## src/rtl/n_bits_select_stream_demux_pkg.sv

```systemverilog
// Shared types and sizing helpers for the select-driven stream demux
// and its one-hot decoder.
package n_bits_demux_pkg;

    typedef enum logic {
        DEMUX_ROUTE = 1'b0,
        DEMUX_BCAST = 1'b1
    } demux_mode_t;

    // Occupancy of the output stage, fully implied by the pending mask and mode.
    typedef enum logic [1:0] {
        DEMUX_IDLE       = 2'd0,
        DEMUX_ROUTE_WAIT = 2'd1,
        DEMUX_BCAST_WAIT = 2'd2
    } demux_state_t;

    function automatic int channels(input int sel_bits);
        return 1 << sel_bits;
    endfunction

endpackage

```

## src/rtl/n_bits_select_stream_demux_if.sv

```systemverilog
// Handshake bundle for the stream demux: one producer side, N consumer channels.
// The master modport is the environment driving the demux; slave is the demux.
interface n_bits_select_stream_demux_if #(
    parameter int SEL_BITS   = 4,
    parameter int DATA_WIDTH = 1
);
    localparam int N = n_bits_demux_pkg::channels(SEL_BITS);

    logic                  in_valid;
    logic                  in_ready;
    logic [DATA_WIDTH-1:0] in_data;
    logic [SEL_BITS-1:0]   select;
    logic                  mode;
    logic [N-1:0]          out_valid;
    logic [N-1:0]          out_ready;
    logic [DATA_WIDTH-1:0] out_data;
    logic                  busy;

    modport master (
        output in_valid, in_data, select, mode, out_ready,
        input  in_ready, out_valid, out_data, busy
    );

    modport slave (
        input  in_valid, in_data, select, mode, out_ready,
        output in_ready, out_valid, out_data, busy
    );

endinterface

```

## src/rtl/n_bits_select_stream_demux_onehot_decoder.sv

```systemverilog
// Combinational binary-select to one-hot decoder; replaces the old hand-built
// demux trees and is reused wherever a channel mask is needed.
module n_bits_select_onehot_decoder
    import n_bits_demux_pkg::*;
#(
    parameter int SEL_BITS = 4
) (
    input  logic [SEL_BITS-1:0]           select,
    output logic [channels(SEL_BITS)-1:0] onehot
);

    generate
        for (genvar gi = 0; gi < channels(SEL_BITS); gi++) begin : g_dec
            assign onehot[gi] = (select == SEL_BITS'(gi));
        end
    endgenerate

endmodule

```

## src/rtl/n_bits_select_stream_demux.sv

```systemverilog
// Registered one-entry demux: routes each accepted word to one channel or
// broadcasts it to all, tracking per-channel completion in a pending mask.
module n_bits_select_stream_demux
    import n_bits_demux_pkg::*;
#(
    parameter int SEL_BITS   = 4,
    parameter int DATA_WIDTH = 1
) (
    input  logic                         clk,
    input  logic                         rst_n,
    n_bits_select_stream_demux_if.slave  bus
);

    localparam int N = channels(SEL_BITS);

    logic [N-1:0]          pending_q;
    logic [N-1:0]          pending_next;
    logic [N-1:0]          remaining;
    logic [N-1:0]          sel_onehot;
    logic [DATA_WIDTH-1:0] data_q;
    logic [DATA_WIDTH-1:0] data_next;
    demux_mode_t           mode_q;
    demux_mode_t           mode_next;
    demux_mode_t           in_mode;
    demux_state_t          state;
    logic                  done;
    logic                  in_ready;
    logic                  accept;

    n_bits_select_onehot_decoder #(
        .SEL_BITS (SEL_BITS)
    ) u_decoder (
        .select (bus.select),
        .onehot (sel_onehot)
    );

    always_ff @(posedge clk or negedge rst_n) begin
        if (!rst_n) begin
            pending_q <= '0;
            data_q    <= '0;
            mode_q    <= DEMUX_ROUTE;
        end else begin
            pending_q <= pending_next;
            data_q    <= data_next;
            mode_q    <= mode_next;
        end
    end

    always_comb begin
        state        = DEMUX_IDLE;
        remaining    = pending_q & ~bus.out_ready;
        done         = (remaining == '0);
        in_mode      = demux_mode_t'(bus.mode);
        pending_next = remaining;
        data_next    = data_q;
        mode_next    = mode_q;

        if (pending_q != '0) begin
            state = (mode_q == DEMUX_BCAST) ? DEMUX_BCAST_WAIT : DEMUX_ROUTE_WAIT;
        end

        // Ready may rise in the same cycle the last pending channel completes,
        // which is what gives back-to-back throughput.
        in_ready = (state == DEMUX_IDLE) || done;
        accept   = bus.in_valid && in_ready;

        // A new word replaces the mask outright; leftover bits are never merged.
        if (accept) begin
            data_next    = bus.in_data;
            mode_next    = in_mode;
            pending_next = (in_mode == DEMUX_BCAST) ? {N{1'b1}} : sel_onehot;
        end
    end

    assign bus.in_ready  = in_ready;
    assign bus.out_valid = pending_q;
    assign bus.out_data  = data_q;
    assign bus.busy      = (state != DEMUX_IDLE);

endmodule

```

## src/flat_wrapper.sv

```systemverilog
// flat-port wrapper written by rule: the top's interface ports become plain ports
module n_bits_select_stream_demux_flat import n_bits_demux_pkg::*;
#(
    parameter int SEL_BITS   = 4,
    parameter int DATA_WIDTH = 1
)
  (clk, rst_n, bus_in_valid, bus_in_data, bus_select, bus_mode, bus_out_ready, bus_in_ready, bus_out_valid, bus_out_data, bus_busy);
  n_bits_select_stream_demux_if #(.SEL_BITS(SEL_BITS), .DATA_WIDTH(DATA_WIDTH)) bus_i ();
  input  logic clk;
  input  logic rst_n;
  input wire logic [$bits(bus_i.in_valid)-1:0] bus_in_valid;
  input wire logic [$bits(bus_i.in_data)-1:0] bus_in_data;
  input wire logic [$bits(bus_i.select)-1:0] bus_select;
  input wire logic [$bits(bus_i.mode)-1:0] bus_mode;
  input wire logic [$bits(bus_i.out_ready)-1:0] bus_out_ready;
  output wire logic [$bits(bus_i.in_ready)-1:0] bus_in_ready;
  output wire logic [$bits(bus_i.out_valid)-1:0] bus_out_valid;
  output wire logic [$bits(bus_i.out_data)-1:0] bus_out_data;
  output wire logic [$bits(bus_i.busy)-1:0] bus_busy;
  assign bus_i.in_valid = bus_in_valid;
  assign bus_i.in_data = bus_in_data;
  assign bus_i.select = bus_select;
  assign bus_i.mode = bus_mode;
  assign bus_i.out_ready = bus_out_ready;
  assign bus_in_ready = bus_i.in_ready;
  assign bus_out_valid = bus_i.out_valid;
  assign bus_out_data = bus_i.out_data;
  assign bus_busy = bus_i.busy;
  n_bits_select_stream_demux #(.SEL_BITS(SEL_BITS), .DATA_WIDTH(DATA_WIDTH)) u_core (.clk(clk), .rst_n(rst_n), .bus(bus_i));
endmodule
```

## config.mk

```make
export PLATFORM = sky130hd
export DESIGN_NAME = n_bits_select_stream_demux_flat
export DESIGN_NICKNAME = d
export VERILOG_FILES = /design/src/rtl/n_bits_select_stream_demux_pkg.sv /design/src/rtl/n_bits_select_stream_demux_if.sv /design/src/rtl/n_bits_select_stream_demux_onehot_decoder.sv /design/src/rtl/n_bits_select_stream_demux.sv /design/src/flat_wrapper.sv
export SDC_FILE = /design/constraint.sdc
export NUM_CORES = 1
export LEC_CHECK = 0
export ABC_CLOCK_PERIOD_IN_PS = 1900
export CORE_MARGIN = 5
export CORE_UTILIZATION = 42
export DETAILED_ROUTE_END_ITERATION = 8
export PLACE_DENSITY = 0.83
export SYNTH_ARGS = -nofsm -noshare
export SYNTH_HDL_FRONTEND = slang
export SYNTH_HIERARCHICAL = 1
export SYNTH_SLANG_ARGS = --single-unit
```

## constraint.sdc

```tcl
create_clock -name clk -period 1.9 [get_ports clk]
set_input_delay 0.285 -clock clk [delete_from_list [all_inputs] [get_ports clk]]
set_output_delay 0.285 -clock clk [all_outputs]
set_load 0.02 [all_outputs]
```

# Word level (Yosys, flattened, before mapping)
# Index checks and enable logic that the tools add are counted.
# word_totals
ff_bits	18
in_bits	25
out_inout_bits	19
wordCells	31
# classes
eq_ne	15
n_mux	4
n_bitwise	2
n_reduce_logical	7
# ops
cell	count
== test 4 bit (second input constant)	8
two-way mux 16 bit	2
AND 16 bit	1
== test 4 x 3 -> 1 bit (second input constant)	4
logical NOT 16 bit	1
NOT 16 bit	1
nonzero test 16 bit	1
== test 4 x 2 -> 1 bit (second input constant)	2
== test 4 x 1 -> 1 bit (second input constant)	1
logical NOT 4 bit	1
two-way mux 2 bit	2
logical NOT 2 bit	1
nonzero test 2 bit	1
logical AND 1 bit	1
logical OR 1 bit	1

# Longest topological paths before layout
# Gate-level depths: netlist (run 1).
# logic_depth
ltp_word	6
mapped_depth	6
mapped_depth_nobuf	5

# By module
# The synthesis (run 1) kept the hierarchy.
# by_module_without_submodules
module	n_inst	cells_per_inst	area_each_um2
n_bits_select_stream_demux	1	80	855.8
n_bits_select_onehot_decoder	1	20	226.5

# Worst setup path after synthesis (run 1)
# OpenSTA, ideal clock, no wires.
# synth_timing
path_type	flip-flop to flip-flop
from	reg u_core.pending_q[10] (netlist: u_core/bus.out_valid[10])
to	reg u_core.data_q (netlist: u_core/bus.out_data)
setup_ns	0.125
t_arrival_ns	1.622
t_required_ns	1.775
slack_ns	0.153
stages_incl_launch_ff	6
path_buffers	0
synth_period_minus_slack_ns	1.747
cell_sequence	dfrtp_1 nand2b_2 nand4_4 nor4_4 nand2_4 mux2_4
# synth_via
elab_chain_len	5
word_cells_on_any_way	7
# synth_rtl
item	line_no	rtl
start, declared	n_bits_select_stream_demux.sv:16	logic [N-1:0] pending_q;
start signal, assigned	n_bits_select_stream_demux.sv:43	pending_q <= pending_next;
nonzero test 16 bit	n_bits_select_stream_demux.sv:58	if (pending_q != '0) begin
two-way mux 2 bit	n_bits_select_stream_demux.sv:58	
logical NOT 2 bit	n_bits_select_stream_demux.sv:64	in_ready = (state == DEMUX_IDLE) || done;
logical OR 1 bit *	n_bits_select_stream_demux.sv:64	
net bus_in_ready	flat_wrapper.sv:16	output wire logic [$bits(bus_i.in_ready)-1:0] bus_in_ready;
logical AND 1 bit *	n_bits_select_stream_demux.sv:65	accept = bus.in_valid && in_ready;
end signal, assigned	n_bits_select_stream_demux.sv:44	data_q <= data_next;
end, declared	n_bits_select_stream_demux.sv:20	logic [DATA_WIDTH-1:0] data_q;
# The timed path passes the listed nets; every way through them passes the cells marked *.
# A chain may end at the register's enable or synchronous reset.

# Worst setup path after layout (run 1)
# layout_timing
from	in bus_out_ready[11]
to	out bus_in_ready
# layout_via
elab_chain_len	4
# layout_rtl
item	line_no	rtl
start, declared	flat_wrapper.sv:15	input wire logic [$bits(bus_i.out_ready)-1:0] bus_out_ready;
NOT 16 bit	n_bits_select_stream_demux.sv:51	remaining = pending_q & ~bus.out_ready;
AND 16 bit	n_bits_select_stream_demux.sv:51	
logical NOT 16 bit	n_bits_select_stream_demux.sv:52	done = (remaining == '0);
logical OR 1 bit	n_bits_select_stream_demux.sv:64	
end, declared	flat_wrapper.sv:16	
# Every way passes these cells.

==> results.cfg, run 1 <==
[yosys]
syn-mean-instance-area_um2 = 10.8
synth_cell_types = 20
seq_area_frac_synth_pct = 39.3
yosysWarnings = 6
synth.top_cell.area_share_pct = 39.3
synth_flop_cell = dfrtp_1
synth_most_common_cell = dfrtp_1
netlist_area_um2 = 1080
synth_seq_cells = 17
synth_edf_count = 0
synth.area.top_cells = dfrtp_1 (39%), o21ai_2 (8.1%), and4bb_2 (6.9%)
syn-num-nets = 125
ys_async_sr_fraction_pct = 100
synth_area_leader_cell = dfrtp_1
synth_commonest_cells = dfrtp_1 (17), nor2_1 (16), nand2b_1 (10), o21ai_2 (10)
syn_inst = 100

[power]
power.net_switching_mw = 1.13
power_frac_clock_pct = 7.1
power_mw = 2.64
ir_worst_vdd_mv = 1.17
combPwrFrac_pct = 65.3
p_per_area_nw_per_um2 = 1590
power_frac_seq_pct = 27.6
p_leak_nw = 0.689
netSwitchingFraction_pct = 42.9
p_int_mw = 1.51

[setup_path]
crit_slowest_cell = clkdlybuf4s50_1
path_class = input pin to primary output
path_cells = clkdlybuf4s50_1 -> nand2b_1 -> nand4_1 -> nor4_4 -> buf_2
critPathTopFamily = buffers and inverters
crit_path_end_kind = primary output
arrival_ps = 1560
crit_path_max_incr_delay_ps = 490
crit_buf_inv = 2
cp.required_ps = 1620
crit_fanout = 2
startpoint_type = input pin

[cts]
worstSkewPairLatency_ps = 280
cts-root-buf = clkbuf_4
clkSlewWorstSetupHoldPaths_ps = 90
cts_tree = built
clockBufferDepth = 2
cts_buffers = 3
cts_htree_levels = 1
cts_sinks = 17
cts_setup_buffers = 0

[timing]
clock_skew_ps = 3.79
period_minus_slack_ps = 1840
finalCritPeriodShare_pct = 97.0
setup_violations = 0
finalMaxSlewViolations = 0
worst_pin_slew_ps = 493
finalHoldViolCount = 0
slew_headroom_pct = 67.1
timing.fmax_mhz = 543
rsz0062_at_grt = no

[placed_design]
portBuffers = 43
gp_congestion = 0.872
dp_hpwl_um = 2460

[floorplanning]
pin_count = 44
die_area_um2 = 3690
die_w_um = 60.8
core-area_um2 = 2480
die_h_um = 60.8
row_count = 18
start_util_pct = 43.7

[drt]
route.antenna.remaining_nets = 0
drt_iter0_drc = 27
wl_um = 3010
avgRoutedWirePerCell_um = 16.2
viasPerCell = 5.25
route.detailed.drc = 0
drt_first_pass_iters = 4
vias = 976

[grt]
grt_pass1_wl_um = 4860
grt_usage_pct = 17.7
grt_max_degree = 18
overflow = 0
antenna_found_initial = 0
first_global_vias = 961

[outcome]
status = complete, no violations

[layout]
num-nets-final = 182
fin_util_pct = 67.0
n_antenna_cell = 0
nFillCells = 174
syn_to_final_growth_pct = 53.4
drive_gt1_share_pct = 33.3

[job]
drv_cap = 0

[hold_path]
worstHoldPathType = input pin to async pin
stage by stage:
step	cell area [um2]	instances	hold slack (ps)	setup slack, ps	TNS [ps]
6_report	1660	186	329	57.2	0
5_1_grt	1660	186	351	16.0	0
4_1_cts	1660	186	329	56.5	0
3_5_place_dp	1630	182	494	-370	-947
3_3_place_gp	1630	182	493	-321	-355
2_1_floorplan	1080	100	-10.6	153	0
sequential cells by signal, indices dropped and copies added, names as in the netlist:
| name | cells |
|---|---|
| u_core/bus.out_valid | 16 |
| u_core/bus.out_data | 1 |
cells in the final DEF, fill, tap and decap left out, types with 2 or more instances in the layout:
master / instances
buf_4: 15
nand2b_2: 6
and4b_1: 4
clkbuf_4: 3
o21ai_0: 6
clkdlybuf4s50_1: 41
nor4_1: 3
nor2_1: 16
nand2b_1: 10
and4bb_2: 6
nor4b_2: 4
dfrtp_1: 17
o21ai_2: 10
nor4_2: 2
nand4_1: 4
power by group through the flow:
stage               Combinational, mW  Clock, mW  Sequential, mW
floorplan                       0.693          0           0.927
global placement                 1.72          0           0.707
detailed placement               1.76          0           0.725
CTS                              1.74      0.194           0.723
global route                     1.82      0.203           0.758
finish                           1.72      0.187           0.728
metal layers:
metal | GRT usage, % | up-vias | wire (um)
met4 | 5.57 | 0 | 27
met5 | 0 | - | 0
met3 | 1.49 | 2 | 230
met2 | 31.5 | 28 | 1560
li1 | - | 483 | -
met1 | 22.5 | 463 | 1200
final cells by class:
class | count | area (um2) | share of cell area, %
Multi-Input combinational cell | 76 | 614 | 37.0
Sequential cell | 17 | 425 | 25.6
Tap cell | 30 | 37.5 | 2.26
Clock buffer | 4 | 26.3 | 1.58
Timing Repair Buffer | 59 | 557 | 33.5
cells by family after synthesis:
| logic type | share of synthesized area [%] |
|---|---|
| DFF | 39.3 |
| and+or+nand+nor | 43.9 |
| AOI/OAI and AO/OA | 10.9 |
| muxes | 1.39 |
| buffers and inverters | 4.51 |
path summary, 6_finish.rpt:
kind	end	depth (start not counted)	slack, ps	start
max	bus_in_ready	5	60	bus_out_ready[11]
min	u_core/bus.out_valid[11]$_DFF_PN0_	2	330	rst_n
max reg2reg	u_core/bus.out_valid[3]$_DFF_PN0_	7	280	u_core/bus.out_valid[1]$_DFF_PN0_
min reg2reg	u_core/bus.out_data$_DFFE_PN0P_	1	510	u_core/bus.out_data$_DFFE_PN0P_
max in group asynchronous	u_core/bus.out_valid[8]$_DFF_PN0_	2	1380	rst_n
min in group clk	u_core/bus.out_data$_DFFE_PN0P_	1	510	u_core/bus.out_data$_DFFE_PN0P_
timing repair:
item | in CTS | in global routing
endpoints found under the setup margin | 2 | 0
gates resized for setup | 6 | 0
hold buffers | 0 | 0
No activity file was read; power rests on OpenSTA's default activity.
==> run 2: changes to the inputs <==
Settings changed: RECOVER_POWER from default to 25.
==> results.cfg, run 2 (synthesis results as in run 1) <==
[timing]
setup_ws_ps = 65.8
clock_skew_ps = 6.06
finalMaxSlewViolations = 0
worst_pin_slew_ps = 918
finalCritPeriodShare_pct = 96.5
slew_headroom_pct = 38.8
finalHoldViolCount = 0
period_minus_slack_ps = 1830
setup_violations = 0
rsz0062_at_grt = no
hold_ws_ps = 515
setup_tns_ps = 0
timing.fmax_mhz = 545

[floorplanning]
start_util_pct = 43.7
die_area_um2 = 3690
die_h_um = 60.8
die_w_um = 60.8
pin_count = 44
row_count = 18
core-area_um2 = 2480

[layout]
largest_reg_flops = 16
n_antenna_cell = 0
multi_input_area_um2 = 614
final_area_um2 = 1660
num-nets-final = 182
fin_util_pct = 66.9
final_cells = 186
layout_commonest_cell = clkdlybuf4s50_1
layout_common_cells = clkdlybuf4s50_1 (40), dfrtp_1 (17), nor2_1 (16), buf_4 (14)
seq_area_um2 = 425
drive_gt1_share_pct = 32.7
syn_to_final_growth_pct = 53.1
nFillCells = 173

[hold_path]
worstHoldPathType = register to register
worstHoldStart = u_core/bus.out_data$_DFFE_PN0P_

[grt]
grt_usage_pct = 17.7
grt_pass1_wl_um = 4860
first_global_vias = 961
grt_max_degree = 18
antenna_found_initial = 0
overflow = 0

[cts]
cts-root-buf = clkbuf_4
worstSkewPairLatency_ps = 280
cts_sinks = 17
cts_buffers = 3
cts_htree_levels = 1
clkSlewWorstSetupHoldPaths_ps = 100
cts_setup_buffers = 0
clockBufferDepth = 2
cts_tree = built

[drt]
vias = 981
wl_um = 3030
route.detailed.drc = 0
avgRoutedWirePerCell_um = 16.3
drt_iter0_drc = 25
route.antenna.remaining_nets = 0
viasPerCell = 5.27
drt_first_pass_iters = 4

[placed_design]
pre_cts_slack_ps = -370
portBuffers = 43
dp_cells = 182
place_area_um2 = 1630
gp_congestion = 0.872
dp_hpwl_um = 2460

[setup_path]
arrival_ps = 1550
cp.required_ps = 1620
reg2reg_from = u_core/bus.out_valid[1]$_DFF_PN0_
path_class = input pin to primary output
crit_path_end_kind = primary output
startpoint_type = input pin
crit_fanout = 2
crit_start = bus_out_ready[11]

[outcome]
status = complete, no violations

[job]
drv_cap = 0

[power]
p_leak_nw = 0.686
p_per_area_nw_per_um2 = 1590
ir_worst_vdd_mv = 1.16
power_mw = 2.63
run 2: final timing paths:
path,cells after the start,slack (ps),end
setup / recovery,5,70,bus_in_ready
hold reg to reg,1,510,u_core/bus.out_data$_DFFE_PN0P_
setup reg to reg,7,290,u_core/bus.out_valid[4]$_DFF_PN0_
min in group asynchronous,2,650,u_core/bus.out_valid[11]$_DFF_PN0_
max in group asynchronous,2,690,u_core/bus.out_valid[6]$_DFF_PN0_
hold / removal,1,510,u_core/bus.out_data$_DFFE_PN0P_
run 2: layout make-up:
type,count,area share (%)
Multi-Input combinational cell,76,37.1
Timing Repair Buffer,59,33.4
Sequential cell,17,25.7
Tap cell,30,2.27
Clock buffer,4,1.59
run 2: power by group:
| group | internal (mW) | leakage, nW | switching, mW |
|---|---|---|---|
| Sequential | 0.550 | 0.226 | 0.176 |
| Clock | 0.0815 | 0.0150 | 0.106 |
| Combinational | 0.873 | 0.445 | 0.847 |
run 2: repair_timing:
| action | CTS | global route |
|---|---|---|
| resized for setup | 6 | 0 |
| hold buffers | 0 | 0 |
| endpoints found under the hold margin | 0 | 0 |
| endpoints found under the setup margin | 2 | 0 |
run 2: critical path: stages:
cell and delay, ps:
clkdlybuf4s50_1 480, nand2b_1 140, nand4_1 140, nor4_4 290, buf_2 210
run 2: layer usage:
metal	GRT usage [%]	share of wire, %	vias up
li1	-	-	482
met1	22.5	41	465
met2	31.5	52	32
met3	1.49	7.0	2
met4	5.57	0.76	0
met5	0	0	-
